[src/rtl/spis_intf.sv]
// Mode-0 SPI slave moving 32-bit words. The SPI pins are oversampled on clk through 2-flop synchronizers.
// Optional registered debug bus: define SPIS_DBG_EN.
module spis_intf (
    input  logic        clk,
    input  logic        rst,
    input  logic        sclk,
    input  logic        ss_n,
    input  logic        mosi,
    output logic        miso,
    output logic        miso_oe,
    input  logic [31:0] tx_rdata,
    output logic        tx_req,
    output logic [31:0] rx_wdata,
    output logic        rx_wvld,
    output logic        frame_start,
    output logic        frame_end,
    output logic        partial_err,
    output logic [13:0] word_cnt,
    output logic [31:0] dbg_bus0
);

    typedef enum logic [2:0] {
        IDLE  = 3'd0,
        LOAD  = 3'd1,
        SHIFT = 3'd2,
        END   = 3'd3
    } state_t;

    localparam logic [13:0] WORD_CNT_MAX = 14'h3FFF;

    logic        r_sclk_s1, r_sclk_s2, r_sclk_d;
    logic        r_ss_s1, r_ss_s2, r_ss_d;
    logic        r_mosi_s1, r_mosi_s2;
    logic [1:0]  r_warm;
    logic        r_armed;

    state_t      r_state, w_state_nxt;
    logic        w_start, w_load, w_rise, w_fall, w_abort, w_tx_reload;
    logic        w_ss_high, w_ss_fall, w_sclk_rise, w_sclk_fall;

    logic [31:0] r_tx_shift;
    logic [30:0] r_rx_shift;
    logic [4:0]  r_bit_cnt;
    logic [13:0] r_word_cnt;
    logic [31:0] r_rx_wdata;
    logic        r_miso_oe, r_tx_req, r_rx_wvld;
    logic        r_frame_start, r_frame_end, r_partial_err;

    // NOTE: every flop is assigned with <= so all of them sample pre-edge values in the same cycle.
    always_ff @(posedge clk) begin
        if (rst) begin
            r_sclk_s1 <= 1'b0;
            r_sclk_s2 <= 1'b0;
            r_sclk_d  <= 1'b0;
            r_ss_s1   <= 1'b1;
            r_ss_s2   <= 1'b1;
            r_ss_d    <= 1'b1;
            r_mosi_s1 <= 1'b0;
            r_mosi_s2 <= 1'b0;
            r_warm    <= 2'b00;
            r_armed   <= 1'b0;
        end else begin
            r_sclk_s1 <= sclk;
            r_sclk_s2 <= r_sclk_s1;
            r_sclk_d  <= r_sclk_s2;
            r_ss_s1   <= ss_n;
            r_ss_s2   <= r_ss_s1;
            r_ss_d    <= r_ss_s2;
            r_mosi_s1 <= mosi;
            r_mosi_s2 <= r_mosi_s1;
            r_warm    <= {r_warm[0], 1'b1};
            // The reset value of the ss_n chain is not a real sample. Frames may start only after a genuine high.
            if (r_warm[1] && r_ss_s2) begin
                r_armed <= 1'b1;
            end
        end
    end

    assign w_ss_high   = r_ss_s2;
    assign w_ss_fall   = r_ss_d & ~r_ss_s2 & r_armed;
    assign w_sclk_rise = r_sclk_s2 & ~r_sclk_d;
    assign w_sclk_fall = ~r_sclk_s2 & r_sclk_d;

    always_ff @(posedge clk) begin
        if (rst) begin
            r_state <= IDLE;
        end else begin
            r_state <= w_state_nxt;
        end
    end

    // NOTE: every output of this block gets a default first, so no path can infer a latch.
    always_comb begin
        w_state_nxt = r_state;
        w_start     = 1'b0;
        w_load      = 1'b0;
        w_rise      = 1'b0;
        w_fall      = 1'b0;
        w_abort     = 1'b0;
        case (r_state)
            IDLE: begin
                if (w_ss_fall) begin
                    w_state_nxt = LOAD;
                    w_start     = 1'b1;
                end
            end
            LOAD: begin
                if (w_ss_high) begin
                    w_state_nxt = END;
                    w_abort     = 1'b1;
                end else begin
                    w_state_nxt = SHIFT;
                    w_load      = 1'b1;
                end
            end
            SHIFT: begin
                // Deselect wins over an sclk edge seen in the same cycle.
                if (w_ss_high) begin
                    w_state_nxt = END;
                    w_abort     = 1'b1;
                end else begin
                    w_rise = w_sclk_rise;
                    w_fall = w_sclk_fall;
                end
            end
            END: begin
                w_state_nxt = IDLE;
            end
            default: begin
                w_state_nxt = IDLE;
            end
        endcase
    end

    assign w_tx_reload = w_fall && (r_bit_cnt == 5'd0) && (r_word_cnt != 14'd0);

    always_ff @(posedge clk) begin
        if (rst) begin
            r_tx_shift    <= '0;
            r_rx_shift    <= '0;
            r_bit_cnt     <= '0;
            r_word_cnt    <= '0;
            r_rx_wdata    <= '0;
            r_miso_oe     <= 1'b0;
            r_tx_req      <= 1'b0;
            r_rx_wvld     <= 1'b0;
            r_frame_start <= 1'b0;
            r_frame_end   <= 1'b0;
            r_partial_err <= 1'b0;
        end else begin
            r_tx_req      <= 1'b0;
            r_rx_wvld     <= 1'b0;
            r_frame_start <= w_start;
            r_frame_end   <= w_abort;
            r_partial_err <= w_abort && (r_state == SHIFT) && (r_bit_cnt != 5'd0);

            if (r_state == LOAD) begin
                r_bit_cnt  <= '0;
                r_word_cnt <= '0;
                r_rx_shift <= '0;
            end

            if (w_load || w_tx_reload) begin
                r_tx_shift <= tx_rdata;
                r_tx_req   <= 1'b1;
            end else if (w_fall) begin
                r_tx_shift <= {r_tx_shift[30:0], 1'b0};
            end

            if (w_load) begin
                r_miso_oe <= 1'b1;
            end

            if (w_rise) begin
                r_rx_shift <= {r_rx_shift[29:0], r_mosi_s2};
                r_bit_cnt  <= r_bit_cnt + 5'd1;
                if (r_bit_cnt == 5'd31) begin
                    r_rx_wdata <= {r_rx_shift, r_mosi_s2};
                    r_rx_wvld  <= 1'b1;
                    if (r_word_cnt != WORD_CNT_MAX) begin
                        r_word_cnt <= r_word_cnt + 14'd1;
                    end
                end
            end

            // Leaving END drops the drive. The partial rx word is simply abandoned.
            if (r_state == END) begin
                r_tx_shift <= '0;
                r_miso_oe  <= 1'b0;
            end
        end
    end

    assign miso        = r_tx_shift[31];
    assign miso_oe     = r_miso_oe;
    assign tx_req      = r_tx_req;
    assign rx_wdata    = r_rx_wdata;
    assign rx_wvld     = r_rx_wvld;
    assign frame_start = r_frame_start;
    assign frame_end   = r_frame_end;
    assign partial_err = r_partial_err;
    assign word_cnt    = r_word_cnt;

`ifdef SPIS_DBG_EN
    logic [31:0] r_dbg;

    always_ff @(posedge clk) begin
        if (rst) begin
            r_dbg <= '0;
        end else begin
            r_dbg <= {1'b0, r_state, r_word_cnt, 9'b0, r_bit_cnt};
        end
    end

    assign dbg_bus0 = r_dbg;
`else
    assign dbg_bus0 = 32'h0;
`endif

endmodule

[config.mk]
export PLATFORM = sky130hd
export DESIGN_NAME = spis_intf
export DESIGN_NICKNAME = d
export VERILOG_FILES = /design/src/rtl/spis_intf.sv
export SDC_FILE = /design/constraint.sdc
export NUM_CORES = 1
export LEC_CHECK = 0
export CORE_ASPECT_RATIO = 1.2
export CORE_MARGIN = 4
export CORE_UTILIZATION = 25
export CTS_BUF_LIST = sky130_fd_sc_hd__clkbuf_4 sky130_fd_sc_hd__clkbuf_8
export CTS_CLUSTER_DIAMETER = 150
export CTS_CLUSTER_SIZE = 14
export DETAILED_ROUTE_END_ITERATION = 10
export PLACE_DENSITY = 0.53
export SYNTH_ARGS = -nofsm -noshare
export SYNTH_HDL_FRONTEND = slang
export SYNTH_SLANG_ARGS = --single-unit
[constraint.sdc]
create_clock -name clk -period 2.25 [get_ports clk]
set_input_delay 0.225 -clock clk [delete_from_list [all_inputs] [get_ports clk]]
set_output_delay 0.225 -clock clk [all_outputs]
set_load 0.02 [all_outputs]
==> run summary, run 1 <==
CP most frequent cell: inv_1
Antenna diodes: 0
CTS Hold Bufs: 0
Initial antenna violation count: 0
Die height: 177 µm
Skew final: 0.0113 ns
Startpoint types: flip-flop
Routed WL: 13.5 mm
Max IR drop VDD: 0.315 mV
Combinational Power Share: 8.5%
DRC: 0
Post-synthesis sequential area ratio: 44.7%
WP data arrival: 2.42 ns
CTS sink cnt: 133
PD cells: 650 mW/mm²
Starting Density: 25.5%
Reg-to-reg slack, setup: 0.19 ns
Share of synthesized registers carrying an async set or reset: 0%
YS warnings: 0
Crit path time final: 2.06 ns
Worst-skew pair later-pin latency: 0.44 ns
Die Span X: 149 µm
Post_cts resized: 0
Buf+Inv Stages, Crit Path: 2
Cell Chain, Critical Path: inv_1, ha_1, nor4bb_4, nand3_4, inv_1, nand2_1, o221ai_1
Ports: 122
Yosys reg bits: 133
HP Class: in -> reg
Top-area cell type share of the netlist area: 44.7%
Final net count: 798
Dpl cell area: 0.00703 mm²
CP endpoint kind: flip-flop
Core Area: 0.0234 mm²
1st-iter DRT viols: 142
Post CTS Setup Buffer Count: 0
Filler Cells Inserted: 2509
Hold Path Depth: 2
DR vias/cell: 4.39
Final Cell Area: 0.00742 mm²
DR vias: 4745
Synth-to-Final Area Change: 24.4%
Sw Pwr: 1.42 mW
Clk slew on worst S/H paths: 0.09 ns
Post-DP HPWL: 8.85 mm
Crit path kind: reg -> reg
Total GRT Usage: 10.3%
Synth Cell Area: 0.00596 mm²
Power share of the sequential group: 50.2%
Site Rows: 61
Commonest non-fill, non-tap cell in the layout: dfxtp_1
Post-Synthesis Cells: 684
First-pass GRT wire length: 22.6 mm
Area occupied by registers: 0.00266 mm²
Maximum number of pins on one net before global-route repair: 70
CTS buffer count: 17
Clock Power Share: 41.3%
Router iterations before antenna repair: 4
Wire per inst: 12.5 µm
Top cell family by delay on the critical path: simple AND/OR/NAND/NOR gates
Critical-path top delay cell: nor4bb_4
Status: completed
Final hold slack: 0.112 ns
CTS HTree Levels: 4
Slew @ Worst Pin: 0.537 ns
Total gr overflow: 0
# setup viols final: 0
Most frequent cells in the layout: dfxtp_1 (133), nand2_1 (103), clkdlybuf4s50_1 (88)
Synth area leaders: dfxtp_1 (45%), nand2_1 (6.5%), a21oi_1 (6.0%)
Reg2reg start: r_state[0]
Total chip power: 4.82 mW
Post-synthesis cell type count: 51
Period utilisation layout: 91.5%
Area of the die: 0.0264 mm²
Clock buffer depth: 2
R2r endpoint: word_cnt[7]
GP Congestion: 0.766
Maxcap violations: 0
Internal power: 3.40 mW
RSZ-0062 raised after global routing: no
Fraction of layout cells with a size suffix above 1: 7.71%
Min-Delay Startpoint: rst
Port buffer count: 89
Final core occ: 31.8%
Setup TNS: 0 ns
Critical path fanouts, max: 14
Relative slew slack: 64.2%
FMAX: 486 MHz
Hold EP: r_warm[0]
TritonCTS clock tree: done
Final Hold Vio Count: 0
Primary FF master, synth: dfxtp_1
Number of enable flip-flop cells after synthesis: 0
Worst Path Required: 2.61 ns
Cell taking the most area after synthesis: dfxtp_1
Number of global-route vias before repair: 4491
Routed Antenna Nets: 0
Largest stage delay, worst path: 0.44 ns
Slew Viols, Final: 0
Pleak: 2.52 nW
Syn avg cell area: 8.72 µm²
Area of the multi-input gates: 0.00287 mm²
R2R depth: 7
Clock root buffer: clkbuf_8
Sw Ratio: 29.5%
[worst max-delay path by stage]
stage               depth (start not counted)   startpoint  slack, ns      endpoint
detailed placement                          7   r_state[0]       0.22   word_cnt[4]
global placement                            5  word_cnt[0]       0.27  word_cnt[13]
CTS                                         7   r_state[0]       0.19   word_cnt[4]
floorplan                                   7  word_cnt[0]       0.36   word_cnt[3]
global route                                7   r_state[0]       0.03   word_cnt[7]
finish                                      7   r_state[0]       0.19   word_cnt[7]
[logic make-up (layout without fill, tap and decap cells)]
group	after synthesis	in the layout	synth area share, %
other	1	32	0.0629
buffers and inverters	98	148	9.25
AND/OR/NAND/NOR	277	277	24.9
XOR/XNOR	1	1	0.147
multiplexers	34	34	5.71
AO/OA/AOI/OAI	131	131	13.4
adder cells (fa/ha/maj)	9	9	1.89
flip-flops	133	133	44.7
[worst register-to-register path: cells and delay by family, from the launching register on]
family / cells / cell delay (ns)
flip-flops: 1 / 0.35
AO/OA/AOI/OAI: 1 / 0.17
adder cells (fa/ha/maj): 1 / 0.26
buffers and inverters: 2 / 0.45
AND/OR/NAND/NOR: 3 / 0.75
[stage by stage]
step                worst slack, ns  instances
CTS                           0.187       1080
finish                        0.192       1080
detailed placement            0.225       1048
floorplan                     0.360        715
global placement              0.267       1048
global route                 0.0337       1080
[layout make-up]
| cell class | count | share of cell area [%] |
|---|---|---|
| repair buffers | 103 | 14.2 |
| inverters | 13 | 0.658 |
| flip-flops and latches | 133 | 35.9 |
| clock inverters | 15 | 2.07 |
| multi-input cells | 484 | 38.7 |
| clock buffers | 17 | 3.15 |
| well taps | 315 | 5.31 |
[sequential cells by signal, summed over array words and instances, names as in the netlist, 2 cells and up]
register    flops
r_tx_shift     32
rx_wdata       32
r_rx_shift     31
word_cnt       14
r_bit_cnt       5
r_state         2
r_warm          2
[Yosys cell counts, types with 2 or more instances]
master / instances
o211ai_1: 34
nand4_1: 5
a31oi_1: 8
nand2b_1: 31
a211oi_1: 2
nor4b_1: 2
nor2b_1: 9
inv_1: 13
buf_4: 42
nor2_1: 47
a41oi_1: 2
a211o_1: 2
nor3b_1: 33
a21oi_1: 72
nor3_1: 2
nand3b_1: 4
or2_2: 3
and2_1: 2
ha_1: 9
or4b_1: 2
mux2i_1: 34
nand3_1: 11
buf_2: 9
o221ai_1: 2
clkbuf_1: 31
dfxtp_1: 133
o21ai_0: 4
and4_1: 6
nand2_1: 103
buf_6: 2
and3_1: 3
nor4_1: 2
or3_1: 2
[power groups by stage]
stage | Sequential [mW] | Clock, mW | Combinational [mW]
CTS | 2.42 | 2.07 | 0.419
finish | 2.42 | 1.99 | 0.411
global route | 2.43 | 2.18 | 0.453
floorplan | 2.48 | 0 | 0.301
global placement | 2.47 | 0 | 0.418
detailed placement | 2.47 | 0 | 0.417
[per-layer routing]
metal  share of wire (%)  up-vias  global-route usage, %
li1                    -     2433                      -
met1                  50     2200                   13.8
met2                  45       97                   16.1
met3                 4.2       15                   2.72
met4                 1.4        0                   3.74
met5                   0        -                      0
Power figures use the tool's default switching activity.
==> run 2: changes to the inputs <==
--- a/config.mk
+++ b/config.mk
@@ -9,10 +9,10 @@
 export CORE_MARGIN = 4
 export CORE_UTILIZATION = 25
 export CTS_BUF_LIST = sky130_fd_sc_hd__clkbuf_4 sky130_fd_sc_hd__clkbuf_8
-export CTS_CLUSTER_DIAMETER = 150
 export CTS_CLUSTER_SIZE = 14
 export DETAILED_ROUTE_END_ITERATION = 10
-export PLACE_DENSITY = 0.53
+export GPL_TIMING_DRIVEN = 0
+export PLACE_DENSITY = 0.41
 export SYNTH_ARGS = -nofsm -noshare
 export SYNTH_HDL_FRONTEND = slang
 export SYNTH_SLANG_ARGS = --single-unit
==> run summary, run 2 (synthesis results as in run 1) <==
Crit path time final: 2.08 ns
Synth-to-Final Area Change: 30.6%
Slew @ Worst Pin: 0.645 ns
1st-iter DRT viols: 188
First-pass GRT wire length: 25.4 mm
Pleak: 2.77 nW
TritonCTS clock tree: done
Maximum number of pins on one net before global-route repair: 17
Period utilisation layout: 92.3%
Startpoint types: flip-flop
Critical path fanouts, max: 10
Crit path kind: reg -> reg
Relative slew slack: 56.9%
WP data arrival: 2.45 ns
Skew final: 0.0146 ns
Port buffer count: 88
Antenna diodes: 0
Total gr overflow: 0
CTS HTree Levels: 4
Starting Density: 25.5%
Final net count: 868
Slew Viols, Final: 0
Clock Power Share: 43.1%
Site Rows: 61
Setup WS pre-CTS: 0.132 ns
Post CTS Setup Buffer Count: 0
Router iterations before antenna repair: 7
Routed WL: 15.7 mm
Combinational Power Share: 9.2%
Ports: 122
Internal power: 3.77 mW
DR vias/cell: 4.36
CTS sink cnt: 133
Clock root buffer: clkbuf_8
DRC: 0
RSZ-0062 raised after global routing: no
Setup TNS: 0 ns
Power share of the sequential group: 47.7%
FMAX: 481 MHz
Most frequent cells in the layout: dfxtp_1 (133), nand2_1 (103), clkdlybuf4s50_1 (88)
Status: completed
HP Class: in -> reg
Wire per inst: 13.6 µm
Number of global-route vias before repair: 5051
Filler Cells Inserted: 2480
Commonest non-fill, non-tap cell in the layout: dfxtp_1
Die height: 177 µm
Sw Ratio: 25.8%
CP endpoint kind: flip-flop
CTS buffer count: 17
DR vias: 5018
# setup viols final: 0
Clk slew on worst S/H paths: 0.09 ns
Post-DP HPWL: 11.5 mm
Total GRT Usage: 11.8%
Maxcap violations: 0
Die Span X: 149 µm
Clock buffer depth: 2
Worst Path Required: 2.63 ns
Core Area: 0.0234 mm²
PD cells: 652 mW/mm²
Initial antenna violation count: 0
Max IR drop VDD: 0.332 mV
Final Hold Vio Count: 0
Routed Antenna Nets: 0
GP Congestion: 0.751
Setup slack after layout: 0.172 ns
Fraction of layout cells with a size suffix above 1: 11.6%
Worst-skew pair later-pin latency: 0.44 ns
Area of the die: 0.0264 mm²
CTS Hold Bufs: 0
Sw Pwr: 1.31 mW
-- run 2: cell count changes in the layout (fill, tap and decap cells not counted), moves of 2 or more --
cell	before	now
buf_12	5	0
buf_2	1	9
buf_4	9	42
buf_6	0	2
bufinv_16	0	3
clkbuf_1	0	30
clkbuf_8	17	19
clkinv_2	0	2
clkinvlp_4	0	2
inv_8	6	0
-- run 2: final cells by class --
cell class	count	area, µm²	area share, %
Buffer	85	504	6.48
Clock buffer	19	262	3.36
Clock inverter	13	168	2.15
Inverter	13	48.8	0.627
Multi-Input combinational cell	484	2860	36.8
Sequential cell	133	2660	34.2
Tap cell	315	394	5.06
Timing Repair Buffer	88	881	11.3
-- run 2: timing repair --
item / CTS / global route
gates resized for setup: 0 / 2
setup endpoints to repair: 0 / 6
hold endpoints to repair: 0 / 0
-- run 2: stage by stage --
step	utilization [%]	hold slack (ns)	std cells	cell area, µm²	power [mW]
3_5_place_dp	31.5	0.403	1118	7350	2.95
6_report	33.3	0.266	1150	7780	5.08
4_1_cts	33.3	0.251	1150	7780	5.16
2_1_floorplan	-	0.329	715	6080	2.78
5_1_grt	33.3	0.259	1150	7780	5.31
3_3_place_gp	31.5	0.403	1118	7350	2.94
-- run 2: worst paths after layout --
check / startpoint / endpoint / slack, ns / cells after the start
worst max-delay path: r_state[0] / r_tx_shift[20] / 0.17 / 8
worst min-delay path: rst / r_ss_d / 0.27 / 2
worst max register to register: r_state[0] / r_tx_shift[20] / 0.17 / 8
worst min register to register: r_ss_s1 / r_ss_s2 / 0.42 / 1
-- run 2: critical path: stages, from the launching register on --
cell,delay (ns)
dfxtp_1,0.34
inv_1,0.09
ha_1,0.24
and4bb_2,0.24
buf_2,0.22
buf_4,0.21
clkbuf_1,0.40
o211ai_1,0.14
mux2i_1,0.15
-- run 2: per-layer routing --
layer	part of all wire (%)	track usage, %	wire length [µm]	vias up
li1	-	-	-	2573
met1	45	14.6	7020	2329
met2	50	20.6	7780	103
met3	4.6	3.28	721	13
met4	0.96	2.63	150	0
met5	0	0	0	-
-- run 2: power by group through the flow --
stage | Clock [mW] | Sequential [mW] | Combinational, mW
final | 2.19 | 2.42 | 0.467
after global routing | 2.38 | 2.42 | 0.511
after CTS | 2.27 | 2.42 | 0.473
after detailed placement | 0 | 2.47 | 0.471
after global placement | 0 | 2.47 | 0.465
after floorplan | 0 | 2.48 | 0.301
==> run 3: changes to the inputs <==
--- a/config.mk
+++ b/config.mk
@@ -9,10 +9,12 @@
 export CORE_MARGIN = 4
 export CORE_UTILIZATION = 25
 export CTS_BUF_LIST = sky130_fd_sc_hd__clkbuf_4 sky130_fd_sc_hd__clkbuf_8
+export CTS_CLUSTER_DIAMETER = 150
 export CTS_CLUSTER_SIZE = 14
 export DETAILED_ROUTE_END_ITERATION = 10
 export GPL_TIMING_DRIVEN = 0
 export PLACE_DENSITY = 0.41
+export SKIP_LAST_GASP = 1
 export SYNTH_ARGS = -nofsm -noshare
 export SYNTH_HDL_FRONTEND = slang
 export SYNTH_SLANG_ARGS = --single-unit
==> results of run 3 <==
The final DEF is identical to that of run 2; final timing and power are the same.
